[src/rtl/atm_keypad_frontend_if.sv]
// Keypad-to-controller signal bundle: raw scanner inputs in, debounced
// digit/amount handshakes out. The slave side is the keypad front end.
interface atm_keypad_frontend_if;
    logic        KEY_VALID;
    logic [3:0]  KEY_CODE;
    logic        MODO_MONTO;
    logic [3:0]  DIGITO;
    logic        DIGITO_STB;
    logic [31:0] MONTO;
    logic        MONTO_STB;
    logic [31:0] MONTO_PARCIAL;
    logic [3:0]  DIGITOS_CNT;
    logic        ERROR_TECLA;

    modport master (
        output KEY_VALID, KEY_CODE, MODO_MONTO,
        input  DIGITO, DIGITO_STB, MONTO, MONTO_STB,
               MONTO_PARCIAL, DIGITOS_CNT, ERROR_TECLA
    );

    modport slave (
        input  KEY_VALID, KEY_CODE, MODO_MONTO,
        output DIGITO, DIGITO_STB, MONTO, MONTO_STB,
               MONTO_PARCIAL, DIGITOS_CNT, ERROR_TECLA
    );
endinterface

[src/rtl/atm_keypad_frontend.sv]
// Debounces raw keypad presses and turns accepted keys into PIN digit
// strobes or a decimal amount accumulated to 32-bit binary.
module atm_keypad_frontend #(
    parameter int DEBOUNCE_CYCLES  = 4,
    parameter int MAX_MONTO_DIGITS = 9
) (
    input  logic                 CLK,
    input  logic                 RESET,
    atm_keypad_frontend_if.slave kp
);
    typedef enum logic [1:0] {IDLE, PRESS_DB, HELD, REL_DB} state_t;

    localparam logic [7:0] DB_LAST   = 8'(DEBOUNCE_CYCLES);
    localparam logic [3:0] MAX_DIG   = 4'(MAX_MONTO_DIGITS);
    localparam logic [3:0] KEY_ENTER = 4'hA;
    localparam logic [3:0] KEY_CLEAR = 4'hB;

    state_t      state_q, state_d;
    logic [7:0]  cnt_q, cnt_d;
    logic [3:0]  code_q, code_d;
    logic        accept;
    logic        modo_q;
    logic        mode_chg;
    logic        is_digit;
    logic [31:0] acc_x10;
    logic [31:0] acc_q, acc_d;
    logic [31:0] monto_q, monto_d;
    logic [3:0]  dcnt_q, dcnt_d;
    logic [3:0]  digito_q, digito_d;
    logic        dstb_q, dstb_d;
    logic        mstb_q, mstb_d;
    logic        err_q, err_d;

    // cnt_q holds how many consecutive stable samples have been seen so far
    always_comb begin
        state_d = state_q;
        cnt_d   = cnt_q;
        code_d  = code_q;
        accept  = 1'b0;
        case (state_q)
            IDLE: begin
                if (kp.KEY_VALID) begin
                    state_d = PRESS_DB;
                    code_d  = kp.KEY_CODE;
                    cnt_d   = 8'd1;
                end
            end
            PRESS_DB: begin
                if (cnt_q == DB_LAST) begin
                    accept  = 1'b1;
                    state_d = HELD;
                end else if (!kp.KEY_VALID) begin
                    state_d = IDLE;
                end else if (kp.KEY_CODE != code_q) begin
                    code_d = kp.KEY_CODE;
                    cnt_d  = 8'd1;
                end else begin
                    cnt_d = cnt_q + 8'd1;
                end
            end
            HELD: begin
                if (!kp.KEY_VALID) begin
                    state_d = REL_DB;
                    cnt_d   = 8'd1;
                end
            end
            REL_DB: begin
                if (kp.KEY_VALID) begin
                    state_d = HELD;
                end else if (cnt_q == DB_LAST) begin
                    state_d = IDLE;
                end else begin
                    cnt_d = cnt_q + 8'd1;
                end
            end
            default: state_d = IDLE;
        endcase
    end

    assign mode_chg = kp.MODO_MONTO != modo_q;
    assign is_digit = code_q <= 4'd9;
    assign acc_x10  = (acc_q << 3) + (acc_q << 1) + {28'd0, code_q};

    // A mode change wipes the amount and swallows any key accepted alongside it
    always_comb begin
        acc_d    = acc_q;
        dcnt_d   = dcnt_q;
        monto_d  = monto_q;
        digito_d = digito_q;
        dstb_d   = 1'b0;
        mstb_d   = 1'b0;
        err_d    = 1'b0;
        if (mode_chg) begin
            acc_d  = '0;
            dcnt_d = '0;
        end else if (accept) begin
            if (!kp.MODO_MONTO) begin
                if (is_digit) begin
                    digito_d = code_q;
                    dstb_d   = 1'b1;
                end
            end else if (is_digit) begin
                if (dcnt_q < MAX_DIG) begin
                    acc_d  = acc_x10;
                    dcnt_d = dcnt_q + 4'd1;
                end else begin
                    err_d = 1'b1;
                end
            end else if (code_q == KEY_CLEAR) begin
                acc_d  = '0;
                dcnt_d = '0;
            end else if (code_q == KEY_ENTER) begin
                if (dcnt_q != 4'd0) begin
                    monto_d = acc_q;
                    mstb_d  = 1'b1;
                    acc_d   = '0;
                    dcnt_d  = '0;
                end else begin
                    err_d = 1'b1;
                end
            end
        end
    end

    always_ff @(posedge CLK or negedge RESET) begin
        if (!RESET) begin
            state_q  <= IDLE;
            cnt_q    <= '0;
            code_q   <= '0;
            modo_q   <= 1'b0;
            acc_q    <= '0;
            monto_q  <= '0;
            dcnt_q   <= '0;
            digito_q <= '0;
            dstb_q   <= 1'b0;
            mstb_q   <= 1'b0;
            err_q    <= 1'b0;
        end else begin
            state_q  <= state_d;
            cnt_q    <= cnt_d;
            code_q   <= code_d;
            modo_q   <= kp.MODO_MONTO;
            acc_q    <= acc_d;
            monto_q  <= monto_d;
            dcnt_q   <= dcnt_d;
            digito_q <= digito_d;
            dstb_q   <= dstb_d;
            mstb_q   <= mstb_d;
            err_q    <= err_d;
        end
    end

    assign kp.DIGITO        = digito_q;
    assign kp.DIGITO_STB    = dstb_q;
    assign kp.MONTO         = monto_q;
    assign kp.MONTO_STB     = mstb_q;
    assign kp.MONTO_PARCIAL = acc_q;
    assign kp.DIGITOS_CNT   = dcnt_q;
    assign kp.ERROR_TECLA   = err_q;
endmodule

[src/flat_wrapper.sv]
// flat-port wrapper written by rule: the top's interface ports become plain ports
module atm_keypad_frontend_flat 
#(
    parameter int DEBOUNCE_CYCLES  = 4,
    parameter int MAX_MONTO_DIGITS = 9
)
  (CLK, RESET, kp_KEY_VALID, kp_KEY_CODE, kp_MODO_MONTO, kp_DIGITO, kp_DIGITO_STB, kp_MONTO, kp_MONTO_STB, kp_MONTO_PARCIAL, kp_DIGITOS_CNT, kp_ERROR_TECLA);
  atm_keypad_frontend_if kp_i ();
  input  logic CLK;
  input  logic RESET;
  input wire logic [$bits(kp_i.KEY_VALID)-1:0] kp_KEY_VALID;
  input wire logic [$bits(kp_i.KEY_CODE)-1:0] kp_KEY_CODE;
  input wire logic [$bits(kp_i.MODO_MONTO)-1:0] kp_MODO_MONTO;
  output wire logic [$bits(kp_i.DIGITO)-1:0] kp_DIGITO;
  output wire logic [$bits(kp_i.DIGITO_STB)-1:0] kp_DIGITO_STB;
  output wire logic [$bits(kp_i.MONTO)-1:0] kp_MONTO;
  output wire logic [$bits(kp_i.MONTO_STB)-1:0] kp_MONTO_STB;
  output wire logic [$bits(kp_i.MONTO_PARCIAL)-1:0] kp_MONTO_PARCIAL;
  output wire logic [$bits(kp_i.DIGITOS_CNT)-1:0] kp_DIGITOS_CNT;
  output wire logic [$bits(kp_i.ERROR_TECLA)-1:0] kp_ERROR_TECLA;
  assign kp_i.KEY_VALID = kp_KEY_VALID;
  assign kp_i.KEY_CODE = kp_KEY_CODE;
  assign kp_i.MODO_MONTO = kp_MODO_MONTO;
  assign kp_DIGITO = kp_i.DIGITO;
  assign kp_DIGITO_STB = kp_i.DIGITO_STB;
  assign kp_MONTO = kp_i.MONTO;
  assign kp_MONTO_STB = kp_i.MONTO_STB;
  assign kp_MONTO_PARCIAL = kp_i.MONTO_PARCIAL;
  assign kp_DIGITOS_CNT = kp_i.DIGITOS_CNT;
  assign kp_ERROR_TECLA = kp_i.ERROR_TECLA;
  atm_keypad_frontend #(.DEBOUNCE_CYCLES(DEBOUNCE_CYCLES), .MAX_MONTO_DIGITS(MAX_MONTO_DIGITS)) u_core (.CLK(CLK), .RESET(RESET), .kp(kp_i));
endmodule
[config.mk]
export PLATFORM = sky130hd
export DESIGN_NAME = atm_keypad_frontend_flat
export DESIGN_NICKNAME = d
export VERILOG_FILES = /design/src/rtl/atm_keypad_frontend_if.sv /design/src/rtl/atm_keypad_frontend.sv /design/src/flat_wrapper.sv
export SDC_FILE = /design/constraint.sdc
export NUM_CORES = 1
export LEC_CHECK = 0
export ABC_AREA = 1
export CAP_MARGIN = 20
export CORE_MARGIN = 1
export CORE_UTILIZATION = 45
export DETAILED_ROUTE_END_ITERATION = 10
export GPL_ROUTABILITY_DRIVEN = 0
export HOLD_SLACK_MARGIN = 0.06
export PLACE_DENSITY = 0.72
export SYNTH_ARGS = -nofsm -noshare
export SYNTH_HDL_FRONTEND = slang
export SYNTH_SLANG_ARGS = --single-unit
[constraint.sdc]
create_clock -name CLK -period 3.3 [get_ports CLK]
set_input_delay 0.825 -clock CLK [delete_from_list [all_inputs] [get_ports CLK]]
set_output_delay 0.825 -clock CLK [all_outputs]
set_load 0.1 [all_outputs]
==> impl_metrics.json, run 1 <==
{
  "setup_viol": 0,
  "layout_min_cycle_time_ns": 2.80,
  "fin_util_pct": 55.1,
  "drive_above_1_share_pct": 11.6,
  "worstPathCellList": "inv_1 -> fa_1 -> inv_1 -> fa_1 -> nand3_1 -> nand3_1 -> nand3_1 -> nand3_1 -> nand2_1 -> nand3_1 -> nand3_1 -> nand2_1",
  "grt_usage_pct": 23.3,
  "netlist.area_leader.share_pct": 35.9,
  "intPower_mw": 2.24,
  "status": "finished, final reports clean",
  "netSwitchingPower_mw": 1.75,
  "p_comb_share_pct": 39.7,
  "crit_family": "simple AND/OR/NAND/NOR gates",
  "ys_types": 35,
  "tritoncts": "built",
  "drt-initial-drc-count": 282,
  "netSwitchingFraction_pct": 43.8,
  "cp-start-kind": "register",
  "worst_setup_path_end_kind": "register",
  "fin_tns_setup_ns": 0,
  "cpMaxStageDelayCell": "fa_1",
  "p_leak_nw": 4.47,
  "min-delay-start": "u_core.kp.MONTO[23]",
  "critical_path_class": "register to register",
  "viasPerCell": 5.01,
  "crit_buf_inv": 2,
  "dp_hpwl_mm": 12.4,
  "cap_viol_max_count": 0,
  "drv_slew": 0,
  "cts_resized": 0,
  "fp.dieH_um": 120,
  "pin_count": 83,
  "grt_pass1_vias": 5403,
  "clock_latency_ns": 0.34,
  "grt_max_degree": 53,
  "ys_warn_count": 0,
  "diodes": 0,
  "worst_slack_ns": 0.499,
  "p_seq_share_pct": 34.7,
  "synthesis.area_sq_um": 6270,
  "cts-root-buf": "clkbuf_16",
  "ys_seq_elements": 90,
  "yosysTopAreaCell": "dfrtp_1",
  "slew_headroom_pct": 54.6,
  "antenna_left": 0,
  "nNetsFinal": 1038,
  "fillers": 1293,
  "pre_cts_slack_ns": 0.393,
  "numCtsBuffers": 9,
  "critPathArrivalTime_ns": 3.03,
  "avgRoutedWirePerCell_um": 14.0,
  "power_mw": 3.99,
  "antenna_found_initial": 0,
  "vias": 5737,
  "syn-num-nets": 953,
  "grt_pass1_wl_mm": 26.4,
  "fin_skew_ns": 0.00748,
  "die_w_um": 120,
  "grt-ovfl-total": 0,
  "ys.flop_type": "dfrtp_1",
  "cp_max_fo": 4,
  "routed_wl_mm": 16.1,
  "powerDensity_nw_per_um2": 540,
  "rows": 42,
  "worst_pin_slew_ns": 0.681,
  "initial_core_util_pct": 46.8,
  "fin_cells": 1145,
  "synth_area_per_cell_sq_um": 7.13,
  "postCtsSetupBuffers": 0,
  "clk_path_buf_depth": 2,
  "placedInstanceArea_sq_um": 7100,
  "hold_violations": 0,
  "drt_pass1_iterations": 5,
  "syn_inst": 880,
  "coreArea_sq_um": 13400,
  "synth-edff-count": 0,
  "critPathMaxStageDelay_ns": 0.54,
  "async_flop_share_pct": 100,
  "area_growth_pct": 17.7,
  "fmax_mhz": 357,
  "port_buffers": 82,
  "max-vdd-ir-drop_mv": 0.806,
  "drc": 0,
  "cts_max_level": 3,
  "synth.area.top_cells": "dfrtp_1 (36%), nand2_1 (21%), ha_1 (13%)",
  "whs_ns": 0.482,
  "die_area_sq_um": 14400,
  "yosysSeqAreaShare_pct": 35.9,
  "postCtsHoldBufs": 0,
  "rsz0062_at_grt": "no",
  "cp-startpoint": "u_core.kp.MONTO_PARCIAL[0]",
  "final_area_sq_um": 7380,
  "fin_crit_sh_pct": 84.9,
  "place_inst": 1130,
  "p_clk_share_pct": 25.6,
  "cpMostUsedCell": "nand3_1",
  "cp_data_required_time_ns": 3.53,
  "min_path_type": "register to register",
  "rr_startpoint": "u_core.kp.MONTO_PARCIAL[0]",
  "clk_pin_slew_ns": 0.07,
  "clock-sinks": 90
}
path summary, 6_finish.rpt:
kind | slack [ns] | to | cells after the start
worst max-delay path | 0.50 | u_core.kp.MONTO_PARCIAL[30] | 12
worst min-delay path | 0.48 | u_core.kp.MONTO[23] | 2
worst max register to register | 0.50 | u_core.kp.MONTO_PARCIAL[30] | 12
worst min register to register | 0.48 | u_core.kp.MONTO[23] | 2
max in group asynchronous | 2.12 | u_core.kp.DIGITOS_CNT[0] | 2
min in group asynchronous | 0.51 | u_core.kp.MONTO_PARCIAL[24] | 1
area by class of cell:
cell class                      instances  area [sq um]  share of cell area (%)
Clock buffer                           11           233                    3.15
Clock inverter                          4          52.6                   0.712
Inverter                              129           484                    6.56
Multi-Input combinational cell        648          3450                    46.7
Sequential cell                        90          2250                    30.5
Tap cell                              176           220                    2.98
Timing Repair Buffer                   87           693                    9.39
per-layer routing:
| metal | vias up | GRT usage, % | wire, um |
|---|---|---|---|
| li1 | 2929 | - | - |
| met1 | 2611 | 30.3 | 7310 |
| met2 | 172 | 38.8 | 7550 |
| met3 | 25 | 3.85 | 858 |
| met4 | 0 | 8.28 | 367 |
| met5 | - | 0 | 0 |
synthesized netlist by cell type, types with 7 or more instances:
| library cell | instances |
|---|---|
| nand2_1 | 346 |
| inv_1 | 125 |
| dfrtp_1 | 90 |
| ha_1 | 63 |
| nor2_1 | 51 |
| nand3_1 | 50 |
| o21ai_0 | 32 |
| a21oi_1 | 31 |
| xor2_1 | 20 |
| nand4_1 | 7 |
| o21ai_1 | 7 |
logic make-up after synthesis:
kind of cell,count (synthesis),synth area share [%]
buffers and inverters,142,9.10
DFF,90,35.9
adders and majority gates,65,13.2
and+or+nand+nor,482,31.9
xor gates and xnor gates,22,3.07
AOI/OAI and AO/OA,79,6.82
power by group through the flow:
stage | Sequential, mW | Clock, mW | Combinational [mW]
2_1_floorplan | 1.81 | 0 | 0.781
3_3_place_gp | 1.40 | 0 | 1.56
3_5_place_dp | 1.40 | 0 | 1.57
4_1_cts | 1.38 | 1.05 | 1.58
5_1_grt | 1.40 | 1.08 | 1.73
6_report | 1.38 | 1.02 | 1.58
sequential cells by signal, summed over array words and instances (netlist names), 2 cells and up:
signal,cells
u_core.kp.DIGITO,4
u_core.kp.DIGITOS_CNT,4
u_core.cnt_q,8
u_core.kp.MONTO_PARCIAL,32
u_core.kp.MONTO,32
u_core.state_q,2
u_core.code_q,4
cell usage in the layout, fill, tap and decap left out, drive strengths merged, types with 2 or more instances in the layout:
| cell type | Yosys | routed |
|---|---|---|
| buf | 10 | 81 |
| and2 | 2 | 2 |
| inv | 128 | 129 |
| nor3 | 6 | 6 |
| ha | 63 | 63 |
| o21bai | 3 | 3 |
| nor2 | 55 | 55 |
| nand3 | 56 | 56 |
| nand4 | 7 | 7 |
| a21boi | 2 | 2 |
| a21oi | 32 | 32 |
| xnor2 | 2 | 2 |
| clkdlybuf4s50 | 0 | 6 |
| clkinv | 1 | 3 |
| dfrtp | 90 | 90 |
| nand2 | 349 | 349 |
| nand3b | 6 | 6 |
| o21ai | 40 | 40 |
| xor2 | 20 | 20 |
| clkbuf | 3 | 11 |
| fa | 2 | 2 |
worst register-to-register path, delay by kind of cell (launching register included):
kind | cells | cell delay (ns)
adder cells (fa/ha/maj) | 2 | 1.04
buffers and inverters | 2 | 0.17
flip-flops | 1 | 0.38
AND/OR/NAND/NOR | 8 | 1.09
No activity file was read; power rests on OpenSTA's default activity.
==> run 2: changes to the inputs <==
==> constraint.sdc (replaced) <==
create_clock -name CLK -period 2.8 [get_ports CLK]
set_input_delay 0.7 -clock CLK [delete_from_list [all_inputs] [get_ports CLK]]
set_output_delay 0.7 -clock CLK [all_outputs]
set_load 0.1 [all_outputs]
==> impl_metrics.json, run 2 (synthesized netlist as in run 1, its figures left out) <==
{
  "p_comb_share_pct": 39.7,
  "fp.dieH_um": 120,
  "critPathArrivalTime_ns": 2.84,
  "min_path_type": "input pin to asynchronous set/reset pin",
  "setup_viol": 0,
  "placedInstanceArea_sq_um": 7120,
  "grt_max_degree": 51,
  "layout_min_cycle_time_ns": 2.62,
  "r2r_cells": 12,
  "dp_hpwl_mm": 12.5,
  "p_leak_nw": 4.49,
  "clock_latency_ns": 0.34,
  "critPathMaxStageDelay_ns": 0.48,
  "grt_pass1_wl_mm": 26.9,
  "port_buffers": 82,
  "slew_headroom_pct": 56.2,
  "rows": 42,
  "grt_pass1_vias": 5451,
  "vias": 5701,
  "viasPerCell": 4.97,
  "place_inst": 1133,
  "netSwitchingPower_mw": 2.07,
  "cap_viol_max_count": 0,
  "cts_max_level": 3,
  "drc": 0,
  "nNetsFinal": 1041,
  "status": "finished, final reports clean",
  "p_seq_share_pct": 34.3,
  "die_area_sq_um": 14400,
  "clock-sinks": 90,
  "diodes": 0,
  "p_clk_share_pct": 25.9,
  "pin_count": 83,
  "hold_violations": 0,
  "powerDensity_nw_per_um2": 639,
  "drv_slew": 0,
  "cpMostUsedCell": "nand3_1",
  "fin_cells": 1148,
  "avgRoutedWirePerCell_um": 14.1,
  "intPower_mw": 2.67,
  "antenna_left": 0,
  "rsz0062_at_grt": "no",
  "final_area_sq_um": 7420,
  "coreArea_sq_um": 13400,
  "drt_pass1_iterations": 5,
  "clk_pin_slew_ns": 0.06,
  "area_growth_pct": 18.3,
  "cts_resized": 0,
  "cp_max_fo": 4,
  "mostFrequentLayoutCell": "nand2_1",
  "fin_skew_ns": 0.00686,
  "routed_wl_mm": 16.1,
  "cpMaxStageDelayCell": "fa_1",
  "initial_core_util_pct": 46.8,
  "fmax_mhz": 382,
  "drt-initial-drc-count": 308,
  "layout_common_cells": "nand2_1 (346), inv_1 (125), dfrtp_1 (88)",
  "cp_data_required_time_ns": 3.03,
  "die_w_um": 120,
  "cts-root-buf": "clkbuf_16",
  "worstPathCellList": "inv_1 -> fa_1 -> inv_1 -> fa_1 -> nand3_1 -> nand3_1 -> nand2_1 -> nand2_1 -> nand3_1 -> nand4_1 -> nand3_1 -> nand2_1",
  "worst_pin_slew_ns": 0.654,
  "grt-ovfl-total": 0,
  "max-vdd-ir-drop_mv": 0.670,
  "cp-start-kind": "register",
  "postCtsHoldBufs": 0,
  "tritoncts": "built",
  "worst_slack_ns": 0.181,
  "numCtsBuffers": 9,
  "fin_tns_setup_ns": 0,
  "grt_usage_pct": 23.8,
  "fin_crit_sh_pct": 93.5,
  "clk_path_buf_depth": 2,
  "pre_cts_slack_ns": 0.187,
  "drive_above_1_share_pct": 12.1,
  "postCtsSetupBuffers": 0,
  "antenna_found_initial": 0,
  "netSwitchingFraction_pct": 43.6,
  "worst_setup_path_end_kind": "register",
  "critical_path_class": "register to register",
  "power_mw": 4.74
}
==> run 2: path summary, 6_finish.rpt <==
kind	startpoint	slack, ns	end
setup reg to reg	u_core.code_q[3]	0.18	u_core.kp.MONTO_PARCIAL[26]
setup / recovery	u_core.code_q[3]	0.18	u_core.kp.MONTO_PARCIAL[26]
hold reg to reg	u_core.kp.MONTO[28]	0.48	u_core.kp.MONTO[28]
min in group CLK	u_core.kp.MONTO[28]	0.48	u_core.kp.MONTO[28]
max in group asynchronous	RESET	1.93	u_core.kp.MONTO_PARCIAL[2]
hold / removal	RESET	0.22	u_core.kp.MONTO_PARCIAL[25]
==> run 2: power groups by stage <==
stage	registers, mW	clock network (mW)	logic [mW]
floorplan	2.14	0	0.921
global placement	1.65	0	1.87
detailed placement	1.65	0	1.87
CTS	1.63	1.25	1.89
global route	1.65	1.29	2.08
finish	1.63	1.23	1.88
==> run 2: layout make-up <==
cell class / instances / area (sq um)
fill: 1295 / 5980
multi-input combinational: 648 / 3450
timing repair buffer: 90 / 716
clock inverter: 4 / 51.3
sequential: 90 / 2250
tap: 176 / 220
clock buffer: 11 / 243
inverter: 129 / 484
==> run 2: through the flow <==
step / util, % / hold WS [ns]
after floorplan: - / 0.404
after global placement: 53.2 / 0.466
after detailed placement: 53.2 / 0.466
after CTS: 55.4 / 0.222
after global routing: 55.4 / 0.229
final: 55.4 / 0.224
==> run 2: critical path, delay by kind of cell (launching register included) <==
kind                       cells  cell delay, ns
and+or+nand+nor                8            0.97
adders and majority gates      2            0.93
DFF                            1            0.41
buffers and inverters          2            0.18
==> run 2: metal layers <==
| layer | global-route usage [%] | wire length [um] | vias to the layer above |
|---|---|---|---|
| li1 | - | - | 2926 |
| met5 | 0 | 0 | - |
| met1 | 30.9 | 7470 | 2608 |
| met4 | 7.19 | 293 | 0 |
| met2 | 40.3 | 7630 | 149 |
| met3 | 3.90 | 738 | 18 |
==> run 3: changes to the inputs <==
==> constraint.sdc (replaced) <==
create_clock -name CLK -period 3.2 [get_ports CLK]
set_input_delay 0.8 -clock CLK [delete_from_list [all_inputs] [get_ports CLK]]
set_output_delay 0.8 -clock CLK [all_outputs]
set_load 0.1 [all_outputs]
==> impl_metrics.json, run 3 (synthesized netlist as in run 1, its figures left out) <==
{
  "routed_wl_mm": 15.9,
  "place_inst": 1132,
  "clock-sinks": 90,
  "hold_violations": 0,
  "powerDensity_nw_per_um2": 564,
  "viasPerCell": 4.98,
  "seqCellArea_sq_um": 2250,
  "grt-ovfl-total": 0,
  "drive_above_1_share_pct": 11.9,
  "cp_data_required_time_ns": 3.44,
  "max-vdd-ir-drop_mv": 0.639,
  "cts_max_level": 3,
  "coreArea_sq_um": 13400,
  "worst_setup_path_end_kind": "register",
  "nNetsFinal": 1040,
  "min_path_type": "input pin to asynchronous set/reset pin",
  "clk_path_buf_depth": 2,
  "grt_pass1_wl_mm": 26.1,
  "pin_count": 83,
  "grt_usage_pct": 23.2,
  "drt_pass1_iterations": 5,
  "layout_common_cells": "nand2_1 (346), inv_1 (125), dfrtp_1 (90)",
  "clock_latency_ns": 0.35,
  "mostFrequentLayoutCell": "nand2_1",
  "rows": 42,
  "avgRoutedWirePerCell_um": 13.9,
  "die_w_um": 120,
  "p_leak_nw": 4.49,
  "fin_cells": 1147,
  "port_buffers": 82,
  "cp-start-kind": "register",
  "multi_input_area_sq_um": 3450,
  "fin_tns_setup_ns": 0,
  "critPathArrivalTime_ns": 2.89,
  "pre_cts_slack_ns": 0.381,
  "drv_slew": 0,
  "grt_pass1_vias": 5322,
  "worst_slack_ns": 0.548,
  "dp_hpwl_mm": 12.6,
  "numCtsBuffers": 9,
  "postCtsSetupBuffers": 0,
  "cp_max_fo": 4,
  "diodes": 0,
  "cap_viol_max_count": 0,
  "fillers": 1327,
  "antenna_found_initial": 0,
  "fmax_mhz": 377,
  "fin_skew_ns": 0.00931,
  "clk_pin_slew_ns": 0.07,
  "status": "finished, final reports clean",
  "drt-initial-drc-count": 298,
  "fp.dieH_um": 120,
  "antenna_left": 0,
  "cts-root-buf": "clkbuf_16",
  "layout_min_cycle_time_ns": 2.65,
  "tritoncts": "built",
  "slew_headroom_pct": 59.7,
  "postCtsHoldBufs": 0,
  "fin_crit_sh_pct": 82.9,
  "critical_path_class": "register to register",
  "setup_viol": 0,
  "area_growth_pct": 18.0,
  "cts_resized": 0,
  "vias": 5710,
  "worst_pin_slew_ns": 0.602,
  "grt_max_degree": 59,
  "die_area_sq_um": 14400,
  "initial_core_util_pct": 46.8,
  "drc": 0,
  "rsz0062_at_grt": "no"
}
run 3: cell types whose count changed in the layout (fill, tap and decap cells not counted), sizes merged:
cell / previous run / this run
clkbuf: 11 / 10
clkinv: 2 / 3
inv: 129 / 130
buf: 84 / 83
clkinvlp: 1 / 0
run 3: report_power, final:
part           switching [mW]  internal, mW
Sequential              0.164          1.26
Combinational            1.21         0.449
Clock                   0.470         0.628
run 3: area by class of cell:
type | count | share of cell area (%)
clock buffers | 10 | 3.23
clock inverters | 5 | 0.828
inverters | 129 | 6.54
multi-input cells | 648 | 46.6
flip-flops and latches | 90 | 30.4
well taps | 176 | 2.97
repair buffers | 89 | 9.40
run 3: path summary, 6_finish.rpt:
kind,startpoint,end,slack (ns),cells after the start
worst max register to register,u_core.code_q[3],u_core.kp.MONTO_PARCIAL[30],0.55,12
worst min-delay path,RESET,u_core.kp.MONTO_PARCIAL[23],0.40,1
worst min register to register,u_core.kp.MONTO[13],u_core.kp.MONTO[13],0.49,2
max in group asynchronous,RESET,u_core.kp.MONTO_PARCIAL[6],2.12,2
worst max-delay path,u_core.code_q[3],u_core.kp.MONTO_PARCIAL[30],0.55,12
min in group CLK,u_core.kp.MONTO[13],u_core.kp.MONTO[13],0.49,2
run 3: through the flow:
step                      total power, mW  hold slack, ns  utilization, %  instance area, sq um
final                                4.18           0.401            55.2                  7400
after CTS                            4.19           0.409            55.2                  7400
after global routing                 4.40           0.437            55.2                  7400
after floorplan                      2.67           0.498               -                  6270
after detailed placement             3.08           0.472            53.0                  7100
after global placement               3.08           0.467            53.0                  7100
run 3: layer usage:
| layer | GRT usage [%] | vias up | share of wire, % |
|---|---|---|---|
| met3 | 2.95 | 23 | 5.0 |
| met2 | 37.8 | 167 | 46 |
| li1 | - | 2928 | - |
| met1 | 31.1 | 2592 | 46 |
| met5 | 0 | - | 0 |
| met4 | 9.45 | 0 | 2.7 |
run 3: worst max-delay path, stage by stage (launching register included):
cell and delay [ns]:
dfrtp_1 0.41, inv_1 0.12, fa_1 0.49, inv_1 0.07, fa_1 0.50, nand3_1 0.11
nand3_1 0.17, nand3_1 0.12, nand3_1 0.15, nand2_1 0.16, nand3_1 0.09, nand3_1 0.09
nand2_1 0.05
